==> config.mk <==
export PLATFORM = sky130hd
export DESIGN_NAME = snd_buffer_reader_flat
export DESIGN_NICKNAME = d
export VERILOG_FILES = /design/src/rtl/snd_buffer_reader_if.sv /design/src/rtl/snd_buffer_reader.sv /design/src/flat_wrapper.sv
export SDC_FILE = /design/constraint.sdc
export NUM_CORES = 1
export LEC_CHECK = 0
export ABC_CLOCK_PERIOD_IN_PS = 4300
export CORE_AREA = 8 8 472 474
export DETAILED_ROUTE_END_ITERATION = 8
export DIE_AREA = 0 0 480 482
export PLACE_DENSITY = 0.3
export SYNTH_ARGS = -nofsm -noshare
export SYNTH_HDL_FRONTEND = slang
export SYNTH_SLANG_ARGS = --single-unit
==> constraint.sdc <==
create_clock -name core_clk -period 4.3 [get_ports core_clk]
set_clock_uncertainty 0.2 [all_clocks]
set_input_delay 0.86 -clock core_clk [delete_from_list [all_inputs] [get_ports core_clk]]
set_output_delay 0.86 -clock core_clk [all_outputs]
set_load 0.01 [all_outputs]
==> src/rtl/snd_buffer_reader_if.sv <==
// AXI4 read-address and read-data channels between the send-buffer reader and DDR.
// The master modport is the reader's side of the bus.
interface snd_buffer_reader_if #(
   parameter int unsigned C_S_AXI_ID_WIDTH   = 4,
   parameter int unsigned C_S_AXI_DATA_WIDTH = 512,
   parameter int unsigned C_S_AXI_ADDR_WIDTH = 32
);
   logic [C_S_AXI_ID_WIDTH-1:0]   s_axi_arid;
   logic [C_S_AXI_ADDR_WIDTH-1:0] s_axi_araddr;
   logic [7:0]                    s_axi_arlen;
   logic [2:0]                    s_axi_arsize;
   logic [1:0]                    s_axi_arburst;
   logic                          s_axi_arlock;
   logic [3:0]                    s_axi_arcache;
   logic [2:0]                    s_axi_arprot;
   logic [3:0]                    s_axi_arqos;
   logic                          s_axi_arvalid;
   logic                          s_axi_arready;
   logic [C_S_AXI_ID_WIDTH-1:0]   s_axi_rid;
   logic [C_S_AXI_DATA_WIDTH-1:0] s_axi_rdata;
   logic [1:0]                    s_axi_rresp;
   logic                          s_axi_rlast;
   logic                          s_axi_rvalid;
   logic                          s_axi_rready;

   modport master (
      output s_axi_arid, s_axi_araddr, s_axi_arlen, s_axi_arsize, s_axi_arburst,
      output s_axi_arlock, s_axi_arcache, s_axi_arprot, s_axi_arqos, s_axi_arvalid,
      input  s_axi_arready,
      input  s_axi_rid, s_axi_rdata, s_axi_rresp, s_axi_rlast, s_axi_rvalid,
      output s_axi_rready
   );

   modport slave (
      input  s_axi_arid, s_axi_araddr, s_axi_arlen, s_axi_arsize, s_axi_arburst,
      input  s_axi_arlock, s_axi_arcache, s_axi_arprot, s_axi_arqos, s_axi_arvalid,
      output s_axi_arready,
      output s_axi_rid, s_axi_rdata, s_axi_rresp, s_axi_rlast, s_axi_rvalid,
      input  s_axi_rready
   );
endinterface

==> src/rtl/snd_buffer_reader.sv <==
// Reads a packet out of a circular DDR send buffer with AXI4 bursts and streams it out,
// splitting bursts at the 64-beat limit and at the buffer end (where the address wraps).
module snd_buffer_reader #(
   parameter int unsigned C_S_AXI_ID_WIDTH      = 4,
   parameter int unsigned C_S_AXI_DATA_WIDTH    = 512,
   parameter int unsigned C_S_AXI_ADDR_WIDTH    = 32,
   parameter logic [31:0] SndBuffer_START       = 32'h0,
   parameter logic [31:0] SndBuffer_MAX_OFFESET = 32'h1000
) (
   input  logic                            core_clk,
   input  logic                            core_rst_n,
   input  logic [31:0]                     req_offset_i,
   input  logic [15:0]                     req_len_i,
   input  logic                            req_valid_i,
   output logic                            req_ready_o,
   output logic [C_S_AXI_DATA_WIDTH-1:0]   snd_tdata_o,
   output logic [C_S_AXI_DATA_WIDTH/8-1:0] snd_tkeep_o,
   output logic                            snd_tlast_o,
   output logic                            snd_tvalid_o,
   input  logic                            snd_tready_i,
   output logic                            rd_err_o,
   input  logic                            init_calib_complete,
   snd_buffer_reader_if.master             axi
);

   localparam int unsigned KeepW     = C_S_AXI_DATA_WIDTH / 8;
   localparam int unsigned BeatShift = $clog2(KeepW);
   localparam logic [31:0] OffMask   = (SndBuffer_MAX_OFFESET - 32'd1) & ~32'(KeepW - 1);

   typedef enum logic [1:0] {StIdle, StAddr, StData} state_e;

   state_e                        state_q, state_d;
   logic [31:0]                   off_q, off_d;
   logic [C_S_AXI_ADDR_WIDTH-1:0] araddr_q, araddr_d;
   logic [7:0]                    arlen_q, arlen_d;
   logic [10:0]                   rem_q, rem_d;
   logic [10:0]                   burst_left_q, burst_left_d;
   logic [BeatShift-1:0]          tail_q, tail_d;
   logic                          err_q, err_d;

   logic        accept, beat, last_beat, load;
   logic [31:0] new_off;
   logic [10:0] new_burst, beats;
   logic        unused_rsp;

   // Largest burst that fits the remaining beats, the AXI limit and the space before the end.
   function automatic logic [10:0] calc_burst(input logic [31:0] off, input logic [10:0] rem);
      logic [31:0] room;
      logic [10:0] b;
      room = (SndBuffer_MAX_OFFESET - off) >> BeatShift;
      b = rem;
      if (b > 11'd64) b = 11'd64;
      if (32'(b) > room) b = room[10:0];
      return b;
   endfunction

   assign accept    = (state_q == StIdle) && req_valid_i && req_ready_o;
   assign beat      = (state_q == StData) && axi.s_axi_rvalid && snd_tready_i;
   assign last_beat = (rem_q == 11'd1);

   always_comb begin
      state_d      = state_q;
      off_d        = off_q;
      araddr_d     = araddr_q;
      arlen_d      = arlen_q;
      rem_d        = rem_q;
      burst_left_d = burst_left_q;
      tail_d       = tail_q;
      err_d        = err_q;
      load         = 1'b0;
      new_off      = '0;
      new_burst    = '0;
      beats        = '0;
      unique case (state_q)
         StIdle: begin
            if (accept) begin
               err_d = 1'b0;
               if (req_len_i != 16'd0) begin
                  beats     = 11'(({1'b0, req_len_i} + 17'(KeepW - 1)) >> BeatShift);
                  new_off   = req_offset_i & OffMask;
                  new_burst = calc_burst(new_off, beats);
                  rem_d     = beats;
                  tail_d    = req_len_i[BeatShift-1:0];
                  load      = 1'b1;
               end
            end
         end
         StAddr: begin
            if (axi.s_axi_arready) state_d = StData;
         end
         StData: begin
            if (beat) begin
               rem_d        = rem_q - 11'd1;
               burst_left_d = burst_left_q - 11'd1;
               if (axi.s_axi_rresp != 2'b00) err_d = 1'b1;
               if (burst_left_q == 11'd1) begin
                  if (last_beat) begin
                     state_d = StIdle;
                  end else begin
                     new_off   = (off_q + ((32'(arlen_q) + 32'd1) << BeatShift))
                                 & (SndBuffer_MAX_OFFESET - 32'd1);
                     new_burst = calc_burst(new_off, rem_q - 11'd1);
                     load      = 1'b1;
                  end
               end
            end
         end
         default: state_d = StIdle;
      endcase

      if (load) begin
         off_d        = new_off;
         araddr_d     = C_S_AXI_ADDR_WIDTH'(SndBuffer_START + new_off);
         arlen_d      = 8'(new_burst - 11'd1);
         burst_left_d = new_burst;
         state_d      = StAddr;
      end
   end

   always_ff @(posedge core_clk or negedge core_rst_n) begin
      if (!core_rst_n) begin
         state_q      <= StIdle;
         off_q        <= '0;
         araddr_q     <= '0;
         arlen_q      <= '0;
         rem_q        <= '0;
         burst_left_q <= '0;
         tail_q       <= '0;
         err_q        <= 1'b0;
      end else begin
         state_q      <= state_d;
         off_q        <= off_d;
         araddr_q     <= araddr_d;
         arlen_q      <= arlen_d;
         rem_q        <= rem_d;
         burst_left_q <= burst_left_d;
         tail_q       <= tail_d;
         err_q        <= err_d;
      end
   end

   // Gated by reset so ready is low while reset is held even with calibration done.
   assign req_ready_o = core_rst_n && (state_q == StIdle) && init_calib_complete;

   assign axi.s_axi_arid    = '0;
   assign axi.s_axi_araddr  = araddr_q;
   assign axi.s_axi_arlen   = arlen_q;
   assign axi.s_axi_arsize  = 3'b110;
   assign axi.s_axi_arburst = 2'b01;
   assign axi.s_axi_arlock  = 1'b0;
   assign axi.s_axi_arcache = 4'b0011;
   assign axi.s_axi_arprot  = 3'b000;
   assign axi.s_axi_arqos   = 4'b0000;
   assign axi.s_axi_arvalid = (state_q == StAddr);
   assign axi.s_axi_rready  = (state_q == StData) && snd_tready_i;

   assign snd_tdata_o  = axi.s_axi_rdata;
   assign snd_tvalid_o = (state_q == StData) && axi.s_axi_rvalid;
   // Packet end comes from the beat count; rlast of intermediate bursts is ignored.
   assign snd_tlast_o  = snd_tvalid_o && last_beat;
   assign snd_tkeep_o  = (last_beat && (tail_q != '0)) ? ~({KeepW{1'b1}} << tail_q)
                                                        : {KeepW{1'b1}};
   assign rd_err_o     = err_q;

   assign unused_rsp = ^{axi.s_axi_rid, axi.s_axi_rlast};

endmodule

==> src/flat_wrapper.sv <==
// flat-port wrapper written by rule: the top's interface ports become plain ports
module snd_buffer_reader_flat 
#(
   parameter int unsigned C_S_AXI_ID_WIDTH      = 4,
   parameter int unsigned C_S_AXI_DATA_WIDTH    = 512,
   parameter int unsigned C_S_AXI_ADDR_WIDTH    = 32,
   parameter logic [31:0] SndBuffer_START       = 32'h0,
   parameter logic [31:0] SndBuffer_MAX_OFFESET = 32'h1000
)
  (core_clk, core_rst_n, req_offset_i, req_len_i, req_valid_i, req_ready_o, snd_tdata_o, snd_tkeep_o, snd_tlast_o, snd_tvalid_o, snd_tready_i, rd_err_o, init_calib_complete, axi_s_axi_arid, axi_s_axi_araddr, axi_s_axi_arlen, axi_s_axi_arsize, axi_s_axi_arburst, axi_s_axi_arlock, axi_s_axi_arcache, axi_s_axi_arprot, axi_s_axi_arqos, axi_s_axi_arvalid, axi_s_axi_arready, axi_s_axi_rid, axi_s_axi_rdata, axi_s_axi_rresp, axi_s_axi_rlast, axi_s_axi_rvalid, axi_s_axi_rready);
  snd_buffer_reader_if #(.C_S_AXI_ID_WIDTH(C_S_AXI_ID_WIDTH), .C_S_AXI_DATA_WIDTH(C_S_AXI_DATA_WIDTH), .C_S_AXI_ADDR_WIDTH(C_S_AXI_ADDR_WIDTH)) axi_i ();
  input  logic core_clk;
  input  logic core_rst_n;
  input  logic [31:0] req_offset_i;
  input  logic [15:0] req_len_i;
  input  logic req_valid_i;
  output logic req_ready_o;
  output logic [C_S_AXI_DATA_WIDTH-1:0] snd_tdata_o;
  output logic [C_S_AXI_DATA_WIDTH/8-1:0] snd_tkeep_o;
  output logic snd_tlast_o;
  output logic snd_tvalid_o;
  input  logic snd_tready_i;
  output logic rd_err_o;
  input  logic init_calib_complete;
  output wire logic [$bits(axi_i.s_axi_arid)-1:0] axi_s_axi_arid;
  output wire logic [$bits(axi_i.s_axi_araddr)-1:0] axi_s_axi_araddr;
  output wire logic [$bits(axi_i.s_axi_arlen)-1:0] axi_s_axi_arlen;
  output wire logic [$bits(axi_i.s_axi_arsize)-1:0] axi_s_axi_arsize;
  output wire logic [$bits(axi_i.s_axi_arburst)-1:0] axi_s_axi_arburst;
  output wire logic [$bits(axi_i.s_axi_arlock)-1:0] axi_s_axi_arlock;
  output wire logic [$bits(axi_i.s_axi_arcache)-1:0] axi_s_axi_arcache;
  output wire logic [$bits(axi_i.s_axi_arprot)-1:0] axi_s_axi_arprot;
  output wire logic [$bits(axi_i.s_axi_arqos)-1:0] axi_s_axi_arqos;
  output wire logic [$bits(axi_i.s_axi_arvalid)-1:0] axi_s_axi_arvalid;
  input wire logic [$bits(axi_i.s_axi_arready)-1:0] axi_s_axi_arready;
  input wire logic [$bits(axi_i.s_axi_rid)-1:0] axi_s_axi_rid;
  input wire logic [$bits(axi_i.s_axi_rdata)-1:0] axi_s_axi_rdata;
  input wire logic [$bits(axi_i.s_axi_rresp)-1:0] axi_s_axi_rresp;
  input wire logic [$bits(axi_i.s_axi_rlast)-1:0] axi_s_axi_rlast;
  input wire logic [$bits(axi_i.s_axi_rvalid)-1:0] axi_s_axi_rvalid;
  output wire logic [$bits(axi_i.s_axi_rready)-1:0] axi_s_axi_rready;
  assign axi_s_axi_arid = axi_i.s_axi_arid;
  assign axi_s_axi_araddr = axi_i.s_axi_araddr;
  assign axi_s_axi_arlen = axi_i.s_axi_arlen;
  assign axi_s_axi_arsize = axi_i.s_axi_arsize;
  assign axi_s_axi_arburst = axi_i.s_axi_arburst;
  assign axi_s_axi_arlock = axi_i.s_axi_arlock;
  assign axi_s_axi_arcache = axi_i.s_axi_arcache;
  assign axi_s_axi_arprot = axi_i.s_axi_arprot;
  assign axi_s_axi_arqos = axi_i.s_axi_arqos;
  assign axi_s_axi_arvalid = axi_i.s_axi_arvalid;
  assign axi_i.s_axi_arready = axi_s_axi_arready;
  assign axi_i.s_axi_rid = axi_s_axi_rid;
  assign axi_i.s_axi_rdata = axi_s_axi_rdata;
  assign axi_i.s_axi_rresp = axi_s_axi_rresp;
  assign axi_i.s_axi_rlast = axi_s_axi_rlast;
  assign axi_i.s_axi_rvalid = axi_s_axi_rvalid;
  assign axi_s_axi_rready = axi_i.s_axi_rready;
  snd_buffer_reader #(.C_S_AXI_ID_WIDTH(C_S_AXI_ID_WIDTH), .C_S_AXI_DATA_WIDTH(C_S_AXI_DATA_WIDTH), .C_S_AXI_ADDR_WIDTH(C_S_AXI_ADDR_WIDTH), .SndBuffer_START(SndBuffer_START), .SndBuffer_MAX_OFFESET(SndBuffer_MAX_OFFESET)) u_core (.core_clk(core_clk), .core_rst_n(core_rst_n), .req_offset_i(req_offset_i), .req_len_i(req_len_i), .req_valid_i(req_valid_i), .req_ready_o(req_ready_o), .snd_tdata_o(snd_tdata_o), .snd_tkeep_o(snd_tkeep_o), .snd_tlast_o(snd_tlast_o), .snd_tvalid_o(snd_tvalid_o), .snd_tready_i(snd_tready_i), .rd_err_o(rd_err_o), .init_calib_complete(init_calib_complete), .axi(axi_i));
endmodule
==> impl_metrics.yaml, run 1 <==
die:
  initial_core_util_pct: 4.10
  die_h_um: 482
  num_rows: 171
  dieWidth_um: 480
  ios: 1217
  core_area_sq_mm: 0.216
  die-area_sq_mm: 0.231
clocking:
  clock_sinks: 45
  cts_hold_buf: 0
  clock_latency_ns: 0.34
  clkSlewWorstSetupHoldPaths_ns: 0.10
  htreeDepth: 2
  cts-root-buf: "clkbuf_16"
  clockBufferDepth: 2
  cts_buffers: 5
  cts_tree: "yes"
yosys:
  syn_inst: 1158
  yosysSeqAreaShare_pct: 12.7
  synth.avg_cell_area_sq_um: 7.64
  synthTopCellsByArea: "buf_4 48%, dfrtp_1 13%, ha_1 4.1%, nand2_1 3.9%, o21ai_0 3.5%"
  ys_warn_count: 0
  ys_types: 83
  synth_top_area_share_pct: 47.5
  synth_seq_cells: 45
  yosys.area.top_type: "buf_4"
  synth-edff-count: 0
  synth_area_sq_mm: 0.00885
  synth_flop_cell: "dfrtp_1"
  async_flop_share_pct: 100
sta:
  fin_crit_ns: 4.25
  setup_viol: 0
  max_slew_margin_pct: 45.4
  worst_slack_ns: 0.0502
  max_freq_ghz: 0.235
  period_share_pct: 98.8
  tightest_slew_ns: 0.812
  slew_violations: 0
  rsz0062_at_grt: "true"
  hold_violations: 0
route:
  drtIter0Drc: 240
  vias_per_cell: 1.75
  wire_per_inst_um: 27.0
  antenna_left: 0
  vias: 6659
  dr.pass1.iters: 5
  drc_errors: 0
  routed_wl_um: 103000
global_routing:
  grt_usage_pct: 8.34
  overflow: 0
  grt_start_max_net_pins: 46
  grt_pass1_wl_um: 117000
  antenna_found_initial: 4
  grt_pass1_vias: 6975
placement:
  io_buffers: 113
  post-place-ws_ns: -0.654
  finalWeightedCongestion: 0.698
  place_inst: 3764
  dpl.hpwl_um: 95300
finish:
  diodes: 0
  stdcell_count: 3797
  drive_above_1_share_pct: 35.6
  syn2layout_area_growth_pct: 33.6
  nNetsFinal: 1546
power_and_ir_drop:
  power.total_w: 0.00654
  vdd_drop_max_v: 0.000344
  swShare_pct: 48.7
  p_seq_share_pct: 12.4
  intPower_w: 0.00336
  power.leakage_nw: 3.68
  pwr-share-comb_pct: 79.6
  p_clk_share_pct: 8.1
  powerDensity_mw_per_mm2: 553
  p_sw_w: 0.00319
worst_setup_path:
  worst_path_largest_cell_delay_ns: 0.60
  crit_arrival_ns: 4.27
  critPathLaunchType: "primary input"
  critPathBufInv: 4
  critical_path_required_ns: 4.32
  crit_path_end_kind: "flop"
  crit_top_cell: "buf_4"
  cp_cell_sequence: "clkdlybuf4s50_1 > buf_4 > nor3_1 > xor2_1 > ha_4 > nand4_1 > o21bai_4 > a31o_4 > buf_4 > nand3_2 > o211a_1 > o211ai_1 > or4_4 > buf_6 > mux2i_1"
  path_max_fanout: 7
  cp_top_family: "buffers and inverters"
  crit_slowest_cell: "or4_4"
  critical_path_class: "in -> reg"
status:
  status: "finished clean"
worst_hold_path:
  min_path_type: "reg -> reg"
job:
  cap_violations: 0
[path summary, 6_finish.rpt]
check	slack [ns]	cells after the start	to	from
hold reg to reg	0.30	2	u_core.axi.s_axi_arlen[7]$_DFFE_PN0P_	u_core.axi.s_axi_arlen[7]$_DFFE_PN0P_
setup reg to reg	0.09	19	u_core.axi.s_axi_arlen[5]$_DFFE_PN0P_	u_core.axi.s_axi_arlen[0]$_DFFE_PN0P_
hold / removal	0.30	2	u_core.axi.s_axi_arlen[7]$_DFFE_PN0P_	u_core.axi.s_axi_arlen[7]$_DFFE_PN0P_
setup / recovery	0.05	15	u_core.axi.s_axi_arlen[5]$_DFFE_PN0P_	req_offset_i[8]
max in group asynchronous	2.77	2	u_core.rem_q[0]$_DFFE_PN0P_	core_rst_n
min in group asynchronous	0.47	2	u_core.rd_err_o$_DFFE_PN0P_	core_rst_n
[synth_stat cells, drive strengths merged (2+ instances only)]
master	count
a211oi	5
a21o	7
a21oi	28
a22o	2
a22oi	3
a31o	3
a31oi	7
a32oi	2
and2	7
and3	4
and4	2
buf	565
clkbuf	23
conb	2
dfrtp	45
ha	29
inv	23
mux2i	3
nand2	93
nand2b	14
nand3	24
nand3b	3
nand4	5
nand4b	2
nor2	46
nor2b	8
nor3	23
nor3b	2
nor4	11
o211a	2
o211ai	12
o21a	2
o21ai	66
o21bai	2
o221a	2
o221ai	4
o22ai	2
o311ai	2
o31ai	3
or2	3
or3	5
or4	4
or4b	3
xnor2	31
xor2	10
[worst min-delay path, cell delays in order (launching register included)]
cell,delay (ns)
dfrtp_1,0.35
nand2_1,0.06
o41ai_2,0.05
[logic make-up (layout without fill, tap and decap cells)]
logic type,count (synthesis),in the layout,synth area share (%)
other,2,48,0.0849
AOI/OAI and AO/OA,163,163,12.6
adders and majority gates,30,30,4.33
muxes,4,4,0.467
buffers and inverters,611,350,49.9
DFF,45,45,12.7
and+or+nand+nor,262,262,15.7
xor gates and xnor gates,41,41,4.14
[power groups by stage]
stage | clock [W] | sequential, W | combinational [W]
floorplan | 0 | 0.000807 | 0.00259
global placement | 0 | 0.000814 | 0.00445
detailed placement | 0 | 0.000810 | 0.00444
CTS | 0.000565 | 0.000816 | 0.00512
global route | 0.000566 | 0.000844 | 0.00579
finish | 0.000527 | 0.000811 | 0.00521
[metrics by stage]
step,hold WS [ns],TNS (ns),area (sq um),util [%]
after floorplan,0.297,0,9020,-
after global placement,0.287,-6.08,10800,5.03
after detailed placement,0.278,-5.71,10800,5.03
after CTS,0.297,-0.0121,11500,5.32
after global routing,0.328,-0.791,11800,5.48
final,0.298,0,11800,5.48
[registers in the layout, summed over array words and instances (netlist names)]
register                count
u_core.rem_q               11
u_core.burst_left_q        11
u_core.rd_err_o             1
u_core.state_q              2
u_core.axi.s_axi_arlen      8
u_core.off_q                6
u_core.tail_q               6
[timing repair]
item                                    in CTS  in global routing
resized for setup                           75                 58
endpoints found under the setup margin      29                 14
buffers inserted                            15                 12
pin swaps                                   31                 47
[layout make-up]
cell class / instances / area (sq um)
fill: 25600 / 204000
multi-input combinational: 548 / 4080
timing repair buffer: 319 / 2780
clock buffer: 5 / 125
tap: 2854 / 3570
sequential: 45 / 1130
inverter: 23 / 88.8
clock inverter: 3 / 48.8
[cell usage in the layout, fill, tap and decap left out, types with 9 or more instances in the layout]
cell,n
nand2b_1,13
o21ai_0,60
nor3_1,17
dfrtp_1,43
conb_1,48
nand3_1,15
buf_4,192
xnor2_2,9
inv_1,18
ha_1,20
clkdlybuf4s50_1,93
nor2_1,42
buf_6,11
o211ai_1,10
nand2_1,88
xnor2_1,20
a21oi_1,23
[metal layers]
layer  global-route usage (%)  routed length (um)  vias up
met5                    0.373                 116        -
met4                     4.81                6890        4
met3                     12.5               33000      309
met2                     14.5               49800      713
met1                     2.98               12700     2847
li1                         -                   -     2786
No activity file was read; power rests on OpenSTA's default activity.
==> run 2, diff against run 1 <==
--- a/config.mk
+++ b/config.mk
@@ -5,10 +5,10 @@
 export SDC_FILE = /design/constraint.sdc
 export NUM_CORES = 1
 export LEC_CHECK = 0
-export ABC_CLOCK_PERIOD_IN_PS = 4300
-export CORE_AREA = 8 8 472 474
+export ABC_CLOCK_PERIOD_IN_PS = 4950
+export CORE_AREA = 8 8 462 464
 export DETAILED_ROUTE_END_ITERATION = 8
-export DIE_AREA = 0 0 480 482
+export DIE_AREA = 0 0 470 472
 export PLACE_DENSITY = 0.3
 export SYNTH_ARGS = -nofsm -noshare
 export SYNTH_HDL_FRONTEND = slang
==> constraint.sdc (replaced) <==
create_clock -name core_clk -period 4.95 [get_ports core_clk]
set_clock_uncertainty 0.2 [all_clocks]
set_input_delay 0.99 -clock core_clk [delete_from_list [all_inputs] [get_ports core_clk]]
set_output_delay 0.99 -clock core_clk [all_outputs]
set_load 0.01 [all_outputs]
==> run 2 against run 1 <==
  * Count of clock-buffer cells in the layout grew 1
  * Setup slack better by 0.21 ns
  * Combinational power shrank 42%
  * First-iteration DRC count decreased by 6.7%
  * Core utilization decreased by 0.53 points
  * Register-to-register slack gained 0.19 ns
  * Critical path type unchanged
  * Cell count down 6.9%
  * Flip-flop and latch count stayed put
  * Via count shrank 5.4%
  * Clock power decreased by 20%
  * Largest power group unchanged
  * Non-clock buffer count fell by 114
==> impl_metrics.yaml, run 2 (same netlist as run 1, synthesis figures left out) <==
status:
  status: "finished clean"
worst_setup_path:
  crit_path_end_kind: "flop"
  reg2reg_depth: 15
  crit_arrival_ns: 4.71
  critPathLaunchType: "primary input"
  critical_path_class: "in -> reg"
  path_max_fanout: 6
  critical_path_required_ns: 4.97
worst_hold_path:
  hold_depth: 2
  min_path_type: "reg -> reg"
clocking:
  clkSlewWorstSetupHoldPaths_ns: 0.08
  clock_sinks: 45
  htreeDepth: 2
  cts-root-buf: "clkbuf_16"
  cts_tree: "yes"
  clockBufferDepth: 2
  cts_buffers: 5
  clock_latency_ns: 0.32
die:
  dieWidth_um: 470
  die-area_sq_mm: 0.222
  num_rows: 167
  initial_core_util_pct: 4.29
  ios: 1217
  die_h_um: 472
  core_area_sq_mm: 0.206
power_and_ir_drop:
  power.total_w: 0.00420
  powerDensity_mw_per_mm2: 411
  vdd_drop_max_v: 0.000215
  power.leakage_nw: 2.98
global_routing:
  overflow: 0
  grt_pass1_vias: 6574
  grt_start_max_net_pins: 46
  grt_pass1_wl_um: 105000
  antenna_found_initial: 14
  grt_usage_pct: 7.67
sta:
  hold_violations: 0
  slew_violations: 0
  max_freq_ghz: 0.213
  rsz0062_at_grt: "true"
  setup_viol: 0
  fin_crit_ns: 4.69
  holdWs_ns: 0.295
  period_share_pct: 94.8
  tightest_slew_ns: 1.06
  max_slew_margin_pct: 28.9
finish:
  fill_cells: 24500
  final_cell_mix: "110 x clkdlybuf4s50_1, 93 x nand2_1, 91 x buf_4, 61 x o21ai_0, 48 x conb_1"
  drive_above_1_share_pct: 19.8
  stdcell_count: 3536
  final_common_cell: "clkdlybuf4s50_1"
  nNetsFinal: 1432
  syn2layout_area_growth_pct: 15.4
route:
  antenna_left: 0
  dr.pass1.iters: 4
  drtIter0Drc: 224
  wire_per_inst_um: 25.5
  vias: 6300
  routed_wl_um: 90300
  vias_per_cell: 1.78
  drc_errors: 0
placement:
  dpl.hpwl_um: 83700
  finalWeightedCongestion: 0.696
  place_inst: 3524
  io_buffers: 113
job:
  cap_violations: 0
==> run 2: changes by cell type in the layout (fill, tap and decap cells not counted), sizes merged, moves of 2 or more <==
cell,change
dlygate4sd2,-7
buf,-116
diode,+3
dlymetal6s2s,-5
clkdlybuf4s50,+17
clkdlybuf4s15,-2
==> run 2: stage by stage <==
| step | setup TNS, ns | area [sq um] | util [%] | worst slack (ns) |
|---|---|---|---|---|
| 6_report | 0 | 10200 | 4.96 | 0.256 |
| 5_1_grt | -0.0173 | 10200 | 4.95 | -0.0118 |
| 4_1_cts | 0 | 10100 | 4.90 | 0.0641 |
| 3_5_place_dp | -1.23 | 9930 | 4.82 | -0.231 |
| 3_3_place_gp | -1.56 | 9930 | 4.82 | -0.299 |
| 2_1_floorplan | 0 | 9020 | - | 0.614 |
==> run 2: repair_timing <==
action	CTS	global route
setup buffers	0	1
hold buffers	0	0
resized for setup	0	18
endpoints found under the setup margin	0	7
==> run 2: where the power goes <==
group,internal [W],switching (W)
clock,0.000241,0.000180
sequential,0.000530,0.000211
combinational,0.00115,0.00189
==> run 2: routing by layer <==
layer	vias to the layer above	routed length (um)	GRT usage [%]
met5	-	161	0.490
met4	6	7430	5.15
met3	348	26500	10.6
met2	736	42800	13.1
met1	2642	13400	3.20
li1	2568	-	-
==> run 2: path summary, 6_finish.rpt <==
path                                                            start                                    end  slack (ns)
worst min-delay path            u_core.axi.s_axi_arlen[7]$_DFFE_PN0P_  u_core.axi.s_axi_arlen[7]$_DFFE_PN0P_        0.29
min in group asynchronous                                  core_rst_n            u_core.rd_err_o$_DFFE_PN0P_        0.63
worst max register to register  u_core.axi.s_axi_arlen[0]$_DFFE_PN0P_  u_core.axi.s_axi_arlen[7]$_DFFE_PN0P_        0.28
worst min register to register  u_core.axi.s_axi_arlen[7]$_DFFE_PN0P_  u_core.axi.s_axi_arlen[7]$_DFFE_PN0P_        0.29
worst max-delay path                                     req_len_i[2]  u_core.axi.s_axi_arlen[7]$_DFFE_PN0P_        0.26
max in group asynchronous                                  core_rst_n            u_core.rem_q[5]$_DFFE_PN0P_        3.37
==> run 2: layout make-up <==
| class | instances | area, sq um | area share, % |
|---|---|---|---|
| Antenna cell | 3 | 7.51 | 0.0735 |
| Sequential cell | 45 | 1130 | 11.0 |
| Timing Repair Buffer | 205 | 1840 | 18.0 |
| Clock inverter | 2 | 38.8 | 0.380 |
| Multi-Input combinational cell | 548 | 3600 | 35.3 |
| Inverter | 23 | 86.3 | 0.845 |
| Tap cell | 2704 | 3380 | 33.1 |
| Clock buffer | 6 | 129 | 1.26 |
==> run 2: worst max-delay path, stage by stage <==
cell             delay, ns
clkdlybuf4s50_1       0.56
nor4_4                0.06
buf_4                 0.17
a211oi_2              0.31
xnor2_1               0.20
nor2_1                0.10
ha_1                  0.32
nand4_1               0.13
o21bai_1              0.20
a31oi_1               0.30
nor3b_1               0.14
a2bb2oi_2             0.24
o311ai_4              0.13
or4_4                 0.54
o41ai_2               0.33
